<file path="config.mk">
export PLATFORM = sky130hd
export DESIGN_NAME = uart_wb_arbiter_flat
export DESIGN_NICKNAME = d
export VERILOG_FILES = /design/src/rtl/uart_wb_arbiter_pkg.sv /design/src/rtl/uart_wb_arbiter_if.sv /design/src/rtl/uart_wb_arbiter_timeout_ctr.sv /design/src/rtl/uart_wb_arbiter.sv /design/src/flat_wrapper.sv
export SDC_FILE = /design/constraint.sdc
export NUM_CORES = 1
export LEC_CHECK = 0
export CAP_MARGIN = 20
export CORE_MARGIN = 4
export CORE_UTILIZATION = 30
export DETAILED_ROUTE_END_ITERATION = 6
export HOLD_SLACK_MARGIN = 0.03
export PLACE_DENSITY_LB_ADDON = 0.05
export SYNTH_ARGS = -nofsm -noshare
export SYNTH_HDL_FRONTEND = slang
export SYNTH_SLANG_ARGS = --single-unit
</file>
<file path="constraint.sdc">
create_clock -name clk -period 1.63 [get_ports clk]
set_input_delay 0.326 -clock clk [delete_from_list [all_inputs] [get_ports clk]]
set_output_delay 0.326 -clock clk [all_outputs]
set_load 0.005 [all_outputs]
</file>
<file path="src/rtl/uart_wb_arbiter_pkg.sv">
// Shared constants and FSM encoding for the two-requester UART bus arbiter.
package uart_bus_pkg;

  localparam int UART_ADDR_W = 2;
  localparam int UART_DATA_W = 8;
  localparam logic [UART_DATA_W-1:0] ERR_DATA = 8'hFF;

  typedef enum logic [1:0] {
    IDLE = 2'd0,
    BUS  = 2'd1,
    DONE = 2'd2
  } arb_state_e;

endpackage

</file>
<file path="src/rtl/uart_wb_arbiter_if.sv">
// Bundle of both requester ports plus the UART-facing bus port.
// slave = arbiter view, master = environment (requesters + UART) view.
interface uart_wb_arbiter_if;
  import uart_bus_pkg::*;

  logic [UART_ADDR_W-1:0] s0_addr;
  logic [UART_DATA_W-1:0] s0_data_in;
  logic                   s0_we;
  logic                   s0_stb;
  logic [UART_DATA_W-1:0] s0_data_out;
  logic                   s0_ack;
  logic                   s0_err;

  logic [UART_ADDR_W-1:0] s1_addr;
  logic [UART_DATA_W-1:0] s1_data_in;
  logic                   s1_we;
  logic                   s1_stb;
  logic [UART_DATA_W-1:0] s1_data_out;
  logic                   s1_ack;
  logic                   s1_err;

  logic [UART_ADDR_W-1:0] m_addr;
  logic [UART_DATA_W-1:0] m_data_out;
  logic                   m_we;
  logic                   m_stb;
  logic [UART_DATA_W-1:0] m_data_in;
  logic                   m_ack;

  modport slave (
    input  s0_addr, s0_data_in, s0_we, s0_stb,
    output s0_data_out, s0_ack, s0_err,
    input  s1_addr, s1_data_in, s1_we, s1_stb,
    output s1_data_out, s1_ack, s1_err,
    output m_addr, m_data_out, m_we, m_stb,
    input  m_data_in, m_ack
  );

  modport master (
    output s0_addr, s0_data_in, s0_we, s0_stb,
    input  s0_data_out, s0_ack, s0_err,
    output s1_addr, s1_data_in, s1_we, s1_stb,
    input  s1_data_out, s1_ack, s1_err,
    input  m_addr, m_data_out, m_we, m_stb,
    output m_data_in, m_ack
  );

endinterface

</file>
<file path="src/rtl/uart_wb_arbiter_timeout_ctr.sv">
// Saturating wait counter for one bus transaction; expired_o flags the last
// cycle before the arbiter must abort with an error-ack.
module wb_timeout_ctr #(
  parameter int TIMEOUT = 255
) (
  input  logic clk,
  input  logic rst_n,
  input  logic clr_i,
  input  logic inc_i,
  output logic expired_o
);

  localparam int CW = $clog2(TIMEOUT + 1);
  localparam logic [CW-1:0] LAST = CW'(TIMEOUT - 1);
  localparam logic [CW-1:0] MAX  = {CW{1'b1}};

  logic [CW-1:0] cnt_q, cnt_d;

  always_comb begin
    cnt_d = cnt_q;
    if (clr_i) begin
      cnt_d = '0;
    end else if (inc_i && (cnt_q != MAX)) begin
      cnt_d = cnt_q + CW'(1);
    end
  end

  always_ff @(posedge clk or negedge rst_n) begin
    if (!rst_n) begin
      cnt_q <= '0;
    end else begin
      cnt_q <= cnt_d;
    end
  end

  assign expired_o = (cnt_q == LAST);

endmodule

</file>
<file path="src/rtl/uart_wb_arbiter.sv">
// Round-robin arbiter sharing the UART register port between two requesters,
// holding each grant for one transaction and aborting stalled ones with err.
module uart_wb_arbiter
  import uart_bus_pkg::*;
#(
  parameter int TIMEOUT = 255
) (
  input logic             clk,
  input logic             reset,
  uart_wb_arbiter_if.slave bus
);

  arb_state_e state_q, state_d;
  logic gnt_q, gnt_d;
  logic last_q, last_d;

  logic [UART_ADDR_W-1:0] m_addr_q, m_addr_d;
  logic [UART_DATA_W-1:0] m_data_q, m_data_d;
  logic                   m_we_q, m_we_d;
  logic                   m_stb_q, m_stb_d;

  logic [1:0][UART_DATA_W-1:0] s_data_q, s_data_d;
  logic [1:0]                  s_ack_q, s_ack_d;
  logic [1:0]                  s_err_q, s_err_d;

  logic [1:0]                  req_stb;
  logic [1:0]                  req_we;
  logic [1:0][UART_ADDR_W-1:0] req_addr;
  logic [1:0][UART_DATA_W-1:0] req_data;

  logic ctr_clr, ctr_inc, ctr_expired;

  assign req_stb  = {bus.s1_stb, bus.s0_stb};
  assign req_we   = {bus.s1_we, bus.s0_we};
  assign req_addr = {bus.s1_addr, bus.s0_addr};
  assign req_data = {bus.s1_data_in, bus.s0_data_in};

  wb_timeout_ctr #(
    .TIMEOUT(TIMEOUT)
  ) u_timeout_ctr (
    .clk      (clk),
    .rst_n    (reset),
    .clr_i    (ctr_clr),
    .inc_i    (ctr_inc),
    .expired_o(ctr_expired)
  );

  always_comb begin
    state_d  = state_q;
    gnt_d    = gnt_q;
    last_d   = last_q;
    m_addr_d = m_addr_q;
    m_data_d = m_data_q;
    m_we_d   = m_we_q;
    m_stb_d  = m_stb_q;
    s_data_d = s_data_q;
    s_ack_d  = '0;
    s_err_d  = '0;
    ctr_clr  = 1'b0;
    ctr_inc  = 1'b0;

    case (state_q)
      IDLE: begin
        if (|req_stb) begin
          // Contention goes to whoever did not win last time.
          gnt_d    = (&req_stb) ? ~last_q : req_stb[1];
          last_d   = gnt_d;
          m_addr_d = req_addr[gnt_d];
          m_data_d = req_data[gnt_d];
          m_we_d   = req_we[gnt_d];
          m_stb_d  = 1'b1;
          ctr_clr  = 1'b1;
          state_d  = BUS;
        end
      end
      BUS: begin
        // A real ack beats a simultaneous expiry.
        if (bus.m_ack) begin
          m_stb_d         = 1'b0;
          s_data_d[gnt_q] = bus.m_data_in;
          s_ack_d[gnt_q]  = 1'b1;
          state_d         = DONE;
        end else if (ctr_expired) begin
          m_stb_d         = 1'b0;
          s_data_d[gnt_q] = ERR_DATA;
          s_ack_d[gnt_q]  = 1'b1;
          s_err_d[gnt_q]  = 1'b1;
          state_d         = DONE;
        end else begin
          ctr_inc = 1'b1;
        end
      end
      DONE: begin
        state_d = IDLE;
      end
      default: begin
        state_d = IDLE;
      end
    endcase
  end

  always_ff @(posedge clk or negedge reset) begin
    if (!reset) begin
      state_q  <= IDLE;
      gnt_q    <= 1'b0;
      last_q   <= 1'b1;
      m_addr_q <= '0;
      m_data_q <= '0;
      m_we_q   <= 1'b0;
      m_stb_q  <= 1'b0;
      s_data_q <= '0;
      s_ack_q  <= '0;
      s_err_q  <= '0;
    end else begin
      state_q  <= state_d;
      gnt_q    <= gnt_d;
      last_q   <= last_d;
      m_addr_q <= m_addr_d;
      m_data_q <= m_data_d;
      m_we_q   <= m_we_d;
      m_stb_q  <= m_stb_d;
      s_data_q <= s_data_d;
      s_ack_q  <= s_ack_d;
      s_err_q  <= s_err_d;
    end
  end

  assign bus.m_addr      = m_addr_q;
  assign bus.m_data_out  = m_data_q;
  assign bus.m_we        = m_we_q;
  assign bus.m_stb       = m_stb_q;
  assign bus.s0_data_out = s_data_q[0];
  assign bus.s0_ack      = s_ack_q[0];
  assign bus.s0_err      = s_err_q[0];
  assign bus.s1_data_out = s_data_q[1];
  assign bus.s1_ack      = s_ack_q[1];
  assign bus.s1_err      = s_err_q[1];

endmodule
</file>
<file path="src/flat_wrapper.sv">
// flat-port wrapper written by rule: the top's interface ports become plain ports
module uart_wb_arbiter_flat import uart_bus_pkg::*;
#(
  parameter int TIMEOUT = 255
)
  (clk, reset, bus_s0_addr, bus_s0_data_in, bus_s0_we, bus_s0_stb, bus_s0_data_out, bus_s0_ack, bus_s0_err, bus_s1_addr, bus_s1_data_in, bus_s1_we, bus_s1_stb, bus_s1_data_out, bus_s1_ack, bus_s1_err, bus_m_addr, bus_m_data_out, bus_m_we, bus_m_stb, bus_m_data_in, bus_m_ack);
  uart_wb_arbiter_if bus_i ();
  input logic clk;
  input logic reset;
  input wire logic [$bits(bus_i.s0_addr)-1:0] bus_s0_addr;
  input wire logic [$bits(bus_i.s0_data_in)-1:0] bus_s0_data_in;
  input wire logic [$bits(bus_i.s0_we)-1:0] bus_s0_we;
  input wire logic [$bits(bus_i.s0_stb)-1:0] bus_s0_stb;
  output wire logic [$bits(bus_i.s0_data_out)-1:0] bus_s0_data_out;
  output wire logic [$bits(bus_i.s0_ack)-1:0] bus_s0_ack;
  output wire logic [$bits(bus_i.s0_err)-1:0] bus_s0_err;
  input wire logic [$bits(bus_i.s1_addr)-1:0] bus_s1_addr;
  input wire logic [$bits(bus_i.s1_data_in)-1:0] bus_s1_data_in;
  input wire logic [$bits(bus_i.s1_we)-1:0] bus_s1_we;
  input wire logic [$bits(bus_i.s1_stb)-1:0] bus_s1_stb;
  output wire logic [$bits(bus_i.s1_data_out)-1:0] bus_s1_data_out;
  output wire logic [$bits(bus_i.s1_ack)-1:0] bus_s1_ack;
  output wire logic [$bits(bus_i.s1_err)-1:0] bus_s1_err;
  output wire logic [$bits(bus_i.m_addr)-1:0] bus_m_addr;
  output wire logic [$bits(bus_i.m_data_out)-1:0] bus_m_data_out;
  output wire logic [$bits(bus_i.m_we)-1:0] bus_m_we;
  output wire logic [$bits(bus_i.m_stb)-1:0] bus_m_stb;
  input wire logic [$bits(bus_i.m_data_in)-1:0] bus_m_data_in;
  input wire logic [$bits(bus_i.m_ack)-1:0] bus_m_ack;
  assign bus_i.s0_addr = bus_s0_addr;
  assign bus_i.s0_data_in = bus_s0_data_in;
  assign bus_i.s0_we = bus_s0_we;
  assign bus_i.s0_stb = bus_s0_stb;
  assign bus_s0_data_out = bus_i.s0_data_out;
  assign bus_s0_ack = bus_i.s0_ack;
  assign bus_s0_err = bus_i.s0_err;
  assign bus_i.s1_addr = bus_s1_addr;
  assign bus_i.s1_data_in = bus_s1_data_in;
  assign bus_i.s1_we = bus_s1_we;
  assign bus_i.s1_stb = bus_s1_stb;
  assign bus_s1_data_out = bus_i.s1_data_out;
  assign bus_s1_ack = bus_i.s1_ack;
  assign bus_s1_err = bus_i.s1_err;
  assign bus_m_addr = bus_i.m_addr;
  assign bus_m_data_out = bus_i.m_data_out;
  assign bus_m_we = bus_i.m_we;
  assign bus_m_stb = bus_i.m_stb;
  assign bus_i.m_data_in = bus_m_data_in;
  assign bus_i.m_ack = bus_m_ack;
  uart_wb_arbiter #(.TIMEOUT(TIMEOUT)) u_core (.clk(clk), .reset(reset), .bus(bus_i));
endmodule
</file>
==> results.cfg <==
[outcome]
status = finished, final reports clean

[power_and_ir_drop]
combPwrFrac_pct = 44.1
vdd_drop_max_v = 0.000790
power_frac_seq_pct = 38.3
switching_share_pct = 31.1
p_clk_share_pct = 17.6
p_leak_uw = 0.00126
intPower_uw = 3220
powerDensity_mw_per_mm2 = 1550
power_switching_uw = 1450
finalPower_uw = 4670

[setup_path]
critPathSlowestCell = or3b_2
cp.required_ns = 1.82
r2r_cells = 7
worstReg2RegStart = u_core.u_timeout_ctr.cnt_q[0]
endpoint_kind = flop
slowest_delay_ns = 0.51
worstSetupStartpoint = bus_m_ack
cp-start-kind = input pin
crit_arrival_ns = 1.77
crit_type = in2reg
crit_fanout = 2
path_cells = clkdlybuf4s50_1 > or3b_2 > nor4_4 > a31oi_1 > o21a_1

[final_layout]
nNetsFinal = 296
syn2layout_area_growth_pct = 56.1
drive_gt1_share_pct = 17.7
finalInstanceArea_mm2 = 0.00301
n_antenna_cell = 0

[timing]
hold_violations = 0
setup_violations = 0
period_minus_slack_ns = 1.59
fin_crit_sh_pct = 97.4
skew_ns = 0.00885
slew_viol_final = 0
max_slew_margin_pct = 79.1
timing.fmax_ghz = 0.630
tightest_slew_ns = 0.312

[place]
port_buffers = 66
place.gp.congestion = 0.800
postPlaceCellArea_mm2 = 0.00280
place_hpwl_mm = 3.92

[floorplanning]
die_x_um = 88.2
floorplan.initialDensity_pct = 31.8
die-area_mm2 = 0.00777
row_count = 28
die_h_um = 88.2
core-area_mm2 = 0.00606
io_pins = 67

[synth]
synth_cell_type_count = 31
netlist_area_mm2 = 0.00193
syn_area_per_cell_um2 = 11.5
syn_inst = 167
synth_top_flop_cell = dfrtp_1
synth_top_cell_area_share_pct = 55.8
yosys.area.top_type = dfrtp_1
synth_seq_cells = 44
synth-seq-area-share_pct = 57.2
yosys_warnings = 0
synth_area_leaders = dfrtp_1 56%, a2bb2oi_1 7.3%, mux2i_1 5.7%, o21ai_0 4.7%, nand2_1 3.1%
syn_nets = 204
synth-edff-count = 0
synthArstFlopShare_pct = 100

[clock_tree]
clk_pin_slew_ns = 0.08
cts_inserted_buffers = 5
cts_buffer_depth = 2
cts.sink_count = 44
clock_latency_ns = 0.30
root_buffer = clkbuf_8
cts_tree = yes
cts_max_level = 2

[min_path]
hold_path_class = in2async

[drt]
ant_nets = 0
via_per_inst = 4.87
first_iter_violations = 56
route.detailed.drc = 0
wirelength_mm = 5.06
wl_per_cell_um = 15.1
drtPass1Iterations = 4
num_vias = 1630

[global_route]
grt_first_pass_wirelength_mm = 8.20
grt_pass1_vias = 1617
grt_antenna_before_repair = 0
grt_overflow = 0
grt_max_degree = 24
grt_usage_pct = 13.7

[flow_run]
drv_cap = 0
[state kept, by name (all words and copies together), names as in the netlist]
register and count:
u_core.bus.m_we 1, u_core.u_timeout_ctr.cnt_q 8, u_core.gnt_q 1, u_core.bus.s1_data_out 8, u_core.s_err_q 2, u_core.bus.s0_data_out 8, u_core.state_q 2, u_core.bus.m_addr 2
u_core.bus.m_data_out 8, u_core.s_ack_q 2, u_core.last_q 1, u_core.bus.m_stb 1
[worst max-delay path, delay by kind of cell]
family | cells | cell delay [ns]
compound gates | 2 | 0.23
buf+inv | 1 | 0.44
simple gates | 2 | 0.77
[area by class of cell]
class / instances / area (um2)
inverters: 4 / 15.0
fillers: 548 / 3050
clock buffers: 5 / 68.8
flip-flops and latches: 44 / 1100
well taps: 75 / 93.8
multi-input cells: 113 / 826
repair buffers: 91 / 862
clock inverters: 3 / 42.5
[metal layers]
layer | vias up | global-route usage, % | wire (um)
met4 | 0 | 5.36 | 57
li1 | 796 | - | -
met5 | - | 0 | 0
met3 | 6 | 3.20 | 303
met2 | 41 | 21.8 | 2490
met1 | 787 | 18.2 | 2210
[stage by stage]
stage	setup slack [ns]	std cells	hold slack (ns)	util [%]	TNS, ns
after floorplan	0.0507	167	0.0304	-	0
after global placement	-0.254	322	0.213	46.2	-3.14
after global routing	-0.0452	335	0.464	49.7	-0.0460
final	0.0431	335	0.452	49.7	0
after CTS	0.0284	331	0.447	48.2	0
after detailed placement	-0.286	322	0.226	46.2	-3.96
[layout by cell type (no fill, tap or decap), types with 2 or more instances in the layout]
| cell type | n |
|---|---|
| nand3_1 | 5 |
| o21ai_0 | 16 |
| a2bb2oi_1 | 13 |
| o31ai_1 | 3 |
| nor2b_1 | 8 |
| dfrtp_1 | 43 |
| nand2_1 | 16 |
| buf_4 | 22 |
| clkbuf_8 | 5 |
| nand4_1 | 2 |
| nor3_4 | 2 |
| a21oi_1 | 2 |
| a31oi_1 | 2 |
| nor4_1 | 2 |
| mux2i_1 | 11 |
| ha_1 | 2 |
| inv_1 | 4 |
| nor2_1 | 8 |
| o21a_1 | 2 |
| clkdlybuf4s50_1 | 65 |
| o211ai_1 | 4 |
| a2bb2oi_2 | 3 |
[power by group through the flow]
stage / Combinational (uW) / Clock (uW) / Sequential, uW
after floorplan: 786 / 0 / 1810
after global placement: 1950 / 0 / 1780
after detailed placement: 1980 / 0 / 1800
after CTS: 2000 / 851 / 1790
after global routing: 2250 / 923 / 1860
final: 2060 / 821 / 1790
[path summary, 6_finish.rpt]
path / slack, ns / end
setup / recovery: 0.04 / u_core.u_timeout_ctr.cnt_q[7]
hold / removal: 0.45 / u_core.bus.m_addr[1]
setup reg to reg: 0.07 / u_core.bus.s1_data_out[4]
hold reg to reg: 0.49 / u_core.bus.m_data_out[3]
max in group asynchronous: 0.58 / u_core.bus.s1_data_out[5]
min in group clk: 0.49 / u_core.bus.m_data_out[3]
[repair_timing]
action / in CTS / in global routing
hold buffers: 1 / 0
buffers inserted: 0 / 4
endpoints found under the setup margin: 0 / 19
endpoints found under the hold margin: 10 / 0
resized for setup: 0 / 8
[synthesized netlist by cell type, drive strengths merged, types with 2 or more instances]
cell type and number:
dfrtp 43, o21ai 18, a2bb2oi 16, nand2 16
mux2i 11, nor2 8, nor2b 8, nand3 5
inv 4, o211ai 4, buf 3, clkbuf 3
nor4 3, o31ai 3, a21oi 2, a31oi 2
ha 2, nand4 2, nor3 2, o21a 2
[kinds of logic after synthesis]
| family | count (synthesis) | share of synthesized area [%] |
|---|---|---|
| AO/OA/AOI/OAI | 50 | 18.9 |
| AND/OR/NAND/NOR | 49 | 14.2 |
| flip-flops | 44 | 57.2 |
| multiplexers | 11 | 5.71 |
| buffers and inverters | 10 | 2.27 |
| adder cells (fa/ha/maj) | 2 | 1.30 |
| XOR/XNOR | 1 | 0.454 |
(Power assumes the default switching activity.)
